File: src/rtl/if_stage_if.sv
// rtl/if_stage_if.sv - fetch-stage bundle: predictor, execute redirect, hazard controls and IF/ID outputs
// IF_PERF_EN adds the FetchCountO/RedirectCountO counter outputs.
interface if_stage_if #(
  parameter int DATA_WIDTH = 32
);
  logic [DATA_WIDTH-1:0] InstrF;
  logic [DATA_WIDTH-1:0] PCF;
  logic [DATA_WIDTH-1:0] PCBPU;
  logic                  PCBPUSrc;
  logic                  flushBranch;
  logic                  JumpE;
  logic [DATA_WIDTH-1:0] PCTargetE;
  logic                  StallF;
  logic                  StallD;
  logic                  FlushD;
  logic [DATA_WIDTH-1:0] InstrD;
  logic [DATA_WIDTH-1:0] PCD;
  logic [DATA_WIDTH-1:0] PCPlus4D;
  logic                  ValidD;
  logic                  PredTakenD;
`ifdef IF_PERF_EN
  logic [31:0]           FetchCountO;
  logic [31:0]           RedirectCountO;
`endif

  modport master (
`ifdef IF_PERF_EN
    input  FetchCountO, RedirectCountO,
`endif
    output InstrF, PCBPU, PCBPUSrc, flushBranch, JumpE, PCTargetE,
    output StallF, StallD, FlushD,
    input  PCF, InstrD, PCD, PCPlus4D, ValidD, PredTakenD
  );

  modport slave (
`ifdef IF_PERF_EN
    output FetchCountO, RedirectCountO,
`endif
    input  InstrF, PCBPU, PCBPUSrc, flushBranch, JumpE, PCTargetE,
    input  StallF, StallD, FlushD,
    output PCF, InstrD, PCD, PCPlus4D, ValidD, PredTakenD
  );
endinterface

File: src/rtl/if_stage.sv
// rtl/if_stage.sv - RV32I fetch stage: fetch PC, next-PC select and IF/ID register
// Optional IF_PERF_EN: saturating fetch and redirect counters.
module if_stage #(
  parameter int                    DATA_WIDTH = 32,
  parameter logic [DATA_WIDTH-1:0] RESET_PC   = '0,
  parameter logic [DATA_WIDTH-1:0] NOP_INSTR  = DATA_WIDTH'(32'h0000_0013)
) (
  input logic       clk,
  input logic       rst,
  if_stage_if.slave fetch
);

  logic [DATA_WIDTH-1:0] r_pcf;
  logic [DATA_WIDTH-1:0] r_instr_d;
  logic [DATA_WIDTH-1:0] r_pc_d;
  logic [DATA_WIDTH-1:0] r_pc_plus4_d;
  logic                  r_valid_d;
  logic                  r_pred_taken_d;

  logic [DATA_WIDTH-1:0] w_pc_plus4;
  logic [DATA_WIDTH-1:0] w_pc_sel;
  logic [DATA_WIDTH-1:0] w_pc_next;
  logic                  w_redirect;
  logic                  w_kill;
  logic                  w_capture;

  assign w_pc_plus4 = r_pcf + DATA_WIDTH'(4);
  assign w_redirect = fetch.flushBranch | fetch.JumpE;
  assign w_kill     = w_redirect | fetch.FlushD;
  assign w_capture  = !w_kill && !fetch.StallD && !fetch.StallF;

  // Redirects beat StallF; a prediction under StallF is dropped and re-made on refetch.
  always_comb begin
    w_pc_sel = w_pc_plus4;
    if (fetch.flushBranch)   w_pc_sel = fetch.PCBPU;
    else if (fetch.JumpE)    w_pc_sel = fetch.PCTargetE;
    else if (fetch.StallF)   w_pc_sel = r_pcf;
    else if (fetch.PCBPUSrc) w_pc_sel = fetch.PCBPU;
  end

  assign w_pc_next = {w_pc_sel[DATA_WIDTH-1:2], 2'b00};

  always_ff @(posedge clk or posedge rst) begin
    if (rst) begin
      r_pcf <= RESET_PC;
    end else begin
      r_pcf <= w_pc_next;
    end
  end

  always_ff @(posedge clk or posedge rst) begin
    if (rst) begin
      r_instr_d      <= NOP_INSTR;
      r_pc_d         <= '0;
      r_pc_plus4_d   <= '0;
      r_valid_d      <= 1'b0;
      r_pred_taken_d <= 1'b0;
    end else if (w_kill || (fetch.StallF && !fetch.StallD)) begin
      // Kill and fetch-stall bubble both present a cleared NOP to decode.
      r_instr_d      <= NOP_INSTR;
      r_pc_d         <= '0;
      r_pc_plus4_d   <= '0;
      r_valid_d      <= 1'b0;
      r_pred_taken_d <= 1'b0;
    end else if (w_capture) begin
      r_instr_d      <= fetch.InstrF;
      r_pc_d         <= r_pcf;
      r_pc_plus4_d   <= w_pc_plus4;
      r_valid_d      <= 1'b1;
      r_pred_taken_d <= fetch.PCBPUSrc;
    end
  end

  assign fetch.PCF        = r_pcf;
  assign fetch.InstrD     = r_instr_d;
  assign fetch.PCD        = r_pc_d;
  assign fetch.PCPlus4D   = r_pc_plus4_d;
  assign fetch.ValidD     = r_valid_d;
  assign fetch.PredTakenD = r_pred_taken_d;

`ifdef IF_PERF_EN
  logic [31:0] r_fetch_cnt;
  logic [31:0] r_redirect_cnt;

  always_ff @(posedge clk or posedge rst) begin
    if (rst) begin
      r_fetch_cnt    <= '0;
      r_redirect_cnt <= '0;
    end else begin
      if (w_capture && (r_fetch_cnt != 32'hFFFF_FFFF))
        r_fetch_cnt <= r_fetch_cnt + 32'd1;
      if (w_redirect && (r_redirect_cnt != 32'hFFFF_FFFF))
        r_redirect_cnt <= r_redirect_cnt + 32'd1;
    end
  end

  assign fetch.FetchCountO    = r_fetch_cnt;
  assign fetch.RedirectCountO = r_redirect_cnt;
`endif

endmodule

File: src/flat_wrapper.sv
// flat-port wrapper written by rule: the top's interface ports become plain ports
module if_stage_flat 
#(
  parameter int                    DATA_WIDTH = 32,
  parameter logic [DATA_WIDTH-1:0] RESET_PC   = '0,
  parameter logic [DATA_WIDTH-1:0] NOP_INSTR  = DATA_WIDTH'(32'h0000_0013)
)
  (clk, rst, fetch_InstrF, fetch_PCBPU, fetch_PCBPUSrc, fetch_flushBranch, fetch_JumpE, fetch_PCTargetE, fetch_StallF, fetch_StallD, fetch_FlushD, fetch_PCF, fetch_InstrD, fetch_PCD, fetch_PCPlus4D, fetch_ValidD, fetch_PredTakenD);
  if_stage_if #(.DATA_WIDTH(DATA_WIDTH)) fetch_i ();
  input logic clk;
  input logic rst;
  input wire logic [$bits(fetch_i.InstrF)-1:0] fetch_InstrF;
  input wire logic [$bits(fetch_i.PCBPU)-1:0] fetch_PCBPU;
  input wire logic [$bits(fetch_i.PCBPUSrc)-1:0] fetch_PCBPUSrc;
  input wire logic [$bits(fetch_i.flushBranch)-1:0] fetch_flushBranch;
  input wire logic [$bits(fetch_i.JumpE)-1:0] fetch_JumpE;
  input wire logic [$bits(fetch_i.PCTargetE)-1:0] fetch_PCTargetE;
  input wire logic [$bits(fetch_i.StallF)-1:0] fetch_StallF;
  input wire logic [$bits(fetch_i.StallD)-1:0] fetch_StallD;
  input wire logic [$bits(fetch_i.FlushD)-1:0] fetch_FlushD;
  output wire logic [$bits(fetch_i.PCF)-1:0] fetch_PCF;
  output wire logic [$bits(fetch_i.InstrD)-1:0] fetch_InstrD;
  output wire logic [$bits(fetch_i.PCD)-1:0] fetch_PCD;
  output wire logic [$bits(fetch_i.PCPlus4D)-1:0] fetch_PCPlus4D;
  output wire logic [$bits(fetch_i.ValidD)-1:0] fetch_ValidD;
  output wire logic [$bits(fetch_i.PredTakenD)-1:0] fetch_PredTakenD;
  assign fetch_i.InstrF = fetch_InstrF;
  assign fetch_i.PCBPU = fetch_PCBPU;
  assign fetch_i.PCBPUSrc = fetch_PCBPUSrc;
  assign fetch_i.flushBranch = fetch_flushBranch;
  assign fetch_i.JumpE = fetch_JumpE;
  assign fetch_i.PCTargetE = fetch_PCTargetE;
  assign fetch_i.StallF = fetch_StallF;
  assign fetch_i.StallD = fetch_StallD;
  assign fetch_i.FlushD = fetch_FlushD;
  assign fetch_PCF = fetch_i.PCF;
  assign fetch_InstrD = fetch_i.InstrD;
  assign fetch_PCD = fetch_i.PCD;
  assign fetch_PCPlus4D = fetch_i.PCPlus4D;
  assign fetch_ValidD = fetch_i.ValidD;
  assign fetch_PredTakenD = fetch_i.PredTakenD;
  if_stage #(.DATA_WIDTH(DATA_WIDTH), .RESET_PC(RESET_PC), .NOP_INSTR(NOP_INSTR)) u_core (.clk(clk), .rst(rst), .fetch(fetch_i));
endmodule
File: config.mk
export PLATFORM = sky130hd
export DESIGN_NAME = if_stage_flat
export DESIGN_NICKNAME = d
export VERILOG_FILES = /design/src/rtl/if_stage_if.sv /design/src/rtl/if_stage.sv /design/src/flat_wrapper.sv
export SDC_FILE = /design/constraint.sdc
export NUM_CORES = 1
export LEC_CHECK = 0
export ABC_AREA = 1
export CAP_MARGIN = 30
export CORE_AREA = 2 2 207 107
export CTS_CLUSTER_SIZE = 10
export DETAILED_ROUTE_END_ITERATION = 10
export DIE_AREA = 0 0 209 109
export GPL_TIMING_DRIVEN = 0
export HOLD_SLACK_MARGIN = 0.03
export SKIP_LAST_GASP = 1
export SYNTH_ARGS = -nofsm -noshare
export SYNTH_HDL_FRONTEND = slang
export SYNTH_SLANG_ARGS = --single-unit
File: constraint.sdc
create_clock -name clk -period 13.55 [get_ports clk]
set_input_delay 3.3875 -clock clk [delete_from_list [all_inputs] [get_ports clk]]
set_output_delay 3.3875 -clock clk [all_outputs]
set_load 0.02 [all_outputs]
==> out/qor.yml <==
run_status:
  status: "finished, final reports clean"
cells_and_area:
  seq_area_um2: 3110
  antenna_cells: 0
  multi_input_area_um2: 2610
  drive_gt1_share_pct: 7.54
  post-route-cell-area_um2: 9360
  num-fill-cells: 2119
  synthToLayoutAreaGrowth_pct: 51.1
  fin_nets: 1127
power:
  seq_power_share_pct: 40.5
  internal_power_uw: 705
  leakage_uw: 0.00441
  p_switching_uw: 300
  vdd_drop_max_v: 0.0000731
  p_per_area_nw_per_um2: 107
  p_clk_share_pct: 42.9
  sw_frac_of_total_pct: 29.9
  p_comb_share_pct: 16.5
  power_uw: 1010
timing:
  fin_crit_sh_pct: 38.1
  setup_viol: 0
  rsz0062_at_grt: "no"
  worst_pin_slew_ns: 0.699
  setup_tns_ns: 0
  max_slew_margin_pct: 53.4
  hold_viol_final: 0
  slew_viol_final: 0
  skew_ns: 0.00846
  whs_ns: 0.480
  post-route-min-period_ns: 5.16
  max_freq_mhz: 194
detailed_routing:
  route.detailed.drc: 0
  routedWlPerCell_um: 18.6
  via_per_inst: 4.71
  routed_wl_um: 24400
  first_pass_iters: 5
  num_vias: 6191
  ant_nets: 0
  drt_iter0_markers: 530
setup_path:
  cp-start-kind: "register"
  worst_setup_path_end_kind: "output pin"
  crit_family: "buffers and inverters"
  timing.setup.critical_path_class: "register to output pin"
  cp_num_buf_inv: 1
  cp_cell_sequence: "clkdlybuf4s50_1"
  critical-path-slowest-cell: "clkdlybuf4s50_1"
  critPathRequiredTime_ns: 10.16
  path_max_fanout: 6
  worstPathArrival_ns: 1.77
  slowest_delay_ns: 0.70
synth:
  synth_area_leader_cell: "dfrtp_1"
  ys_ff_latch: 124
  synth_warnings: 0
  synth.top_cell.area_share_pct: 48.9
  syn_area_per_cell_um2: 7.98
  synth_area_um2: 6190
  synthTopCellsByArea: "dfrtp_1 49%, nand2_1 17%, a22o_1 6.9%"
  synth_ff_type: "dfrtp_1"
  yosysMostFrequentCell: "nand2_1"
  synthTopCellsByCount: "281 x nand2_1, 121 x dfrtp_1, 73 x inv_1"
  yosysUniqueCellTypes: 27
  yosysSeqAreaShare_pct: 50.2
  synth_cells: 776
  ys_async_sr_fraction_pct: 100
  synth-edff-count: 0
clock_network:
  ctsHoldBuffers: 0
  cts_made_buffers: 17
  postCtsSetupBuffers: 0
  clock_latency_ns: 0.43
  h-tree-depth: 4
  clock_sinks: 124
  cts.repair.resized: 0
  cts_buffer_depth: 2
  clk_pin_slew_ns: 0.06
  cts_tree: "done"
  cts_root_buf: "clkbuf_16"
floorplan:
  die-area_um2: 22800
  core_area_um2: 21200
  die_width_um: 209
  io_pins: 234
  initial_core_util_pct: 29.3
  die_h_um: 109
  row_count: 38
place:
  dpl_cell_area_um2: 8800
  hpwl_um: 19200
  place.port_buffers: 221
  place.gp.congestion: 0.921
grt:
  grt_usage_pct: 22.0
  grt_pass1_vias: 5831
  grt_max_degree: 77
  gr-total-overflow: 0
  antenna_found_initial: 0
  grt_pass1_wl_um: 36400
hold_path:
  min_path_type: "register to register"
job:
  cap_violations: 0
## power by group through the flow
| stage | combinational [uW] | sequential [uW] | clock [uW] |
|---|---|---|---|
| after global placement | 164 | 413 | 0 |
| after detailed placement | 166 | 413 | 0 |
| after CTS | 166 | 406 | 440 |
| after floorplan | 62.9 | 419 | 0 |
| final | 166 | 408 | 432 |
| after global routing | 181 | 409 | 457 |
## stage by stage
stage	setup slack (ns)	util, %	cells
after floorplan	6.87	-	781
after global placement	4.78	41.5	1282
after detailed placement	8.11	41.6	1283
after CTS	8.41	44.2	1314
after global routing	8.34	44.2	1314
final	8.39	44.2	1314
## routing by layer
metal	part of all wire (%)	vias up	global-route usage, %
met3	8.9	15	6.02
met1	55	2912	36.0
met2	36	275	27.0
li1	-	2989	-
met4	0.85	0	5.00
met5	0	-	0
## flip-flops by register name, indices dropped and copies added (netlist names)
register and count:
u_core.fetch.ValidD 1, u_core.fetch.PredTakenD 1, u_core.fetch.PCD 30, u_core.fetch.InstrD 32, u_core.fetch.PCF 30, u_core.fetch.PCPlus4D 30
## logic make-up (layout without fill, tap and decap cells)
logic type               Yosys count  in the layout  share of synthesized area, %
AND/OR/NAND/NOR                  360            360                          23.4
XOR/XNOR                          15             15                          2.12
adder cells (fa/ha/maj)            1              1                         0.202
buffers and inverters            118            371                          8.04
AO/OA/AOI/OAI                    157            157                          16.0
flip-flops                       124            124                          50.2
other                              1              6                        0.0606
## area by class of cell
type                       instances  share of cell area, %
sequential                       124                   33.2
clock buffer                      18                   4.59
inverter                          77                   3.14
timing repair buffer             222                   23.9
buffer                            41                   2.23
tap                              280                   3.74
clock inverter                    13                   1.30
multi-input combinational        539                   27.8
## cell usage in the layout (no fill, tap or decap), drive strengths merged
master,Yosys,final
dfrtp,121,121
bufinv,0,1
o22a,3,3
nand2,283,283
o22ai,3,3
clkinvlp,0,4
ha,1,1
o21ai,69,69
a22o,49,49
a21oi,30,30
conb,1,6
nor2,50,50
clkbuf,16,34
nor3,1,1
clkdlybuf4s50,0,221
dfstp,3,3
inv,77,79
and2,2,2
clkinv,0,6
nand3,24,24
o211ai,3,3
xnor2,1,1
buf,25,26
xor2,14,14
## path summary, 6_finish.rpt
path,from,slack (ns),cells past startpoint,endpoint
setup / recovery,u_core.fetch.PCF[18],8.39,1,fetch_PCF[18]
hold / removal,u_core.fetch.PCD[8],0.48,2,u_core.fetch.PCD[8]
setup reg to reg,u_core.fetch.PCF[18],11.49,11,u_core.fetch.PCF[29]
hold reg to reg,u_core.fetch.PCD[8],0.48,2,u_core.fetch.PCD[8]
max in group asynchronous,rst,9.39,3,u_core.fetch.InstrD[1]
min in group asynchronous,rst,3.38,2,u_core.fetch.PCD[8]
## worst register-to-register path: stages (launching register included)
cell and delay [ns]:
dfrtp_1 0.65, nand2_1 0.19, nor2_1 0.21, nand2_1 0.08, nor2_1 0.18, nand2_1 0.07, nand2_1 0.06, nand2_1 0.18
nand2_1 0.17, nand2_1 0.06, nand2_1 0.06, nand2_1 0.05
No activity file was read; power rests on OpenSTA's default activity.
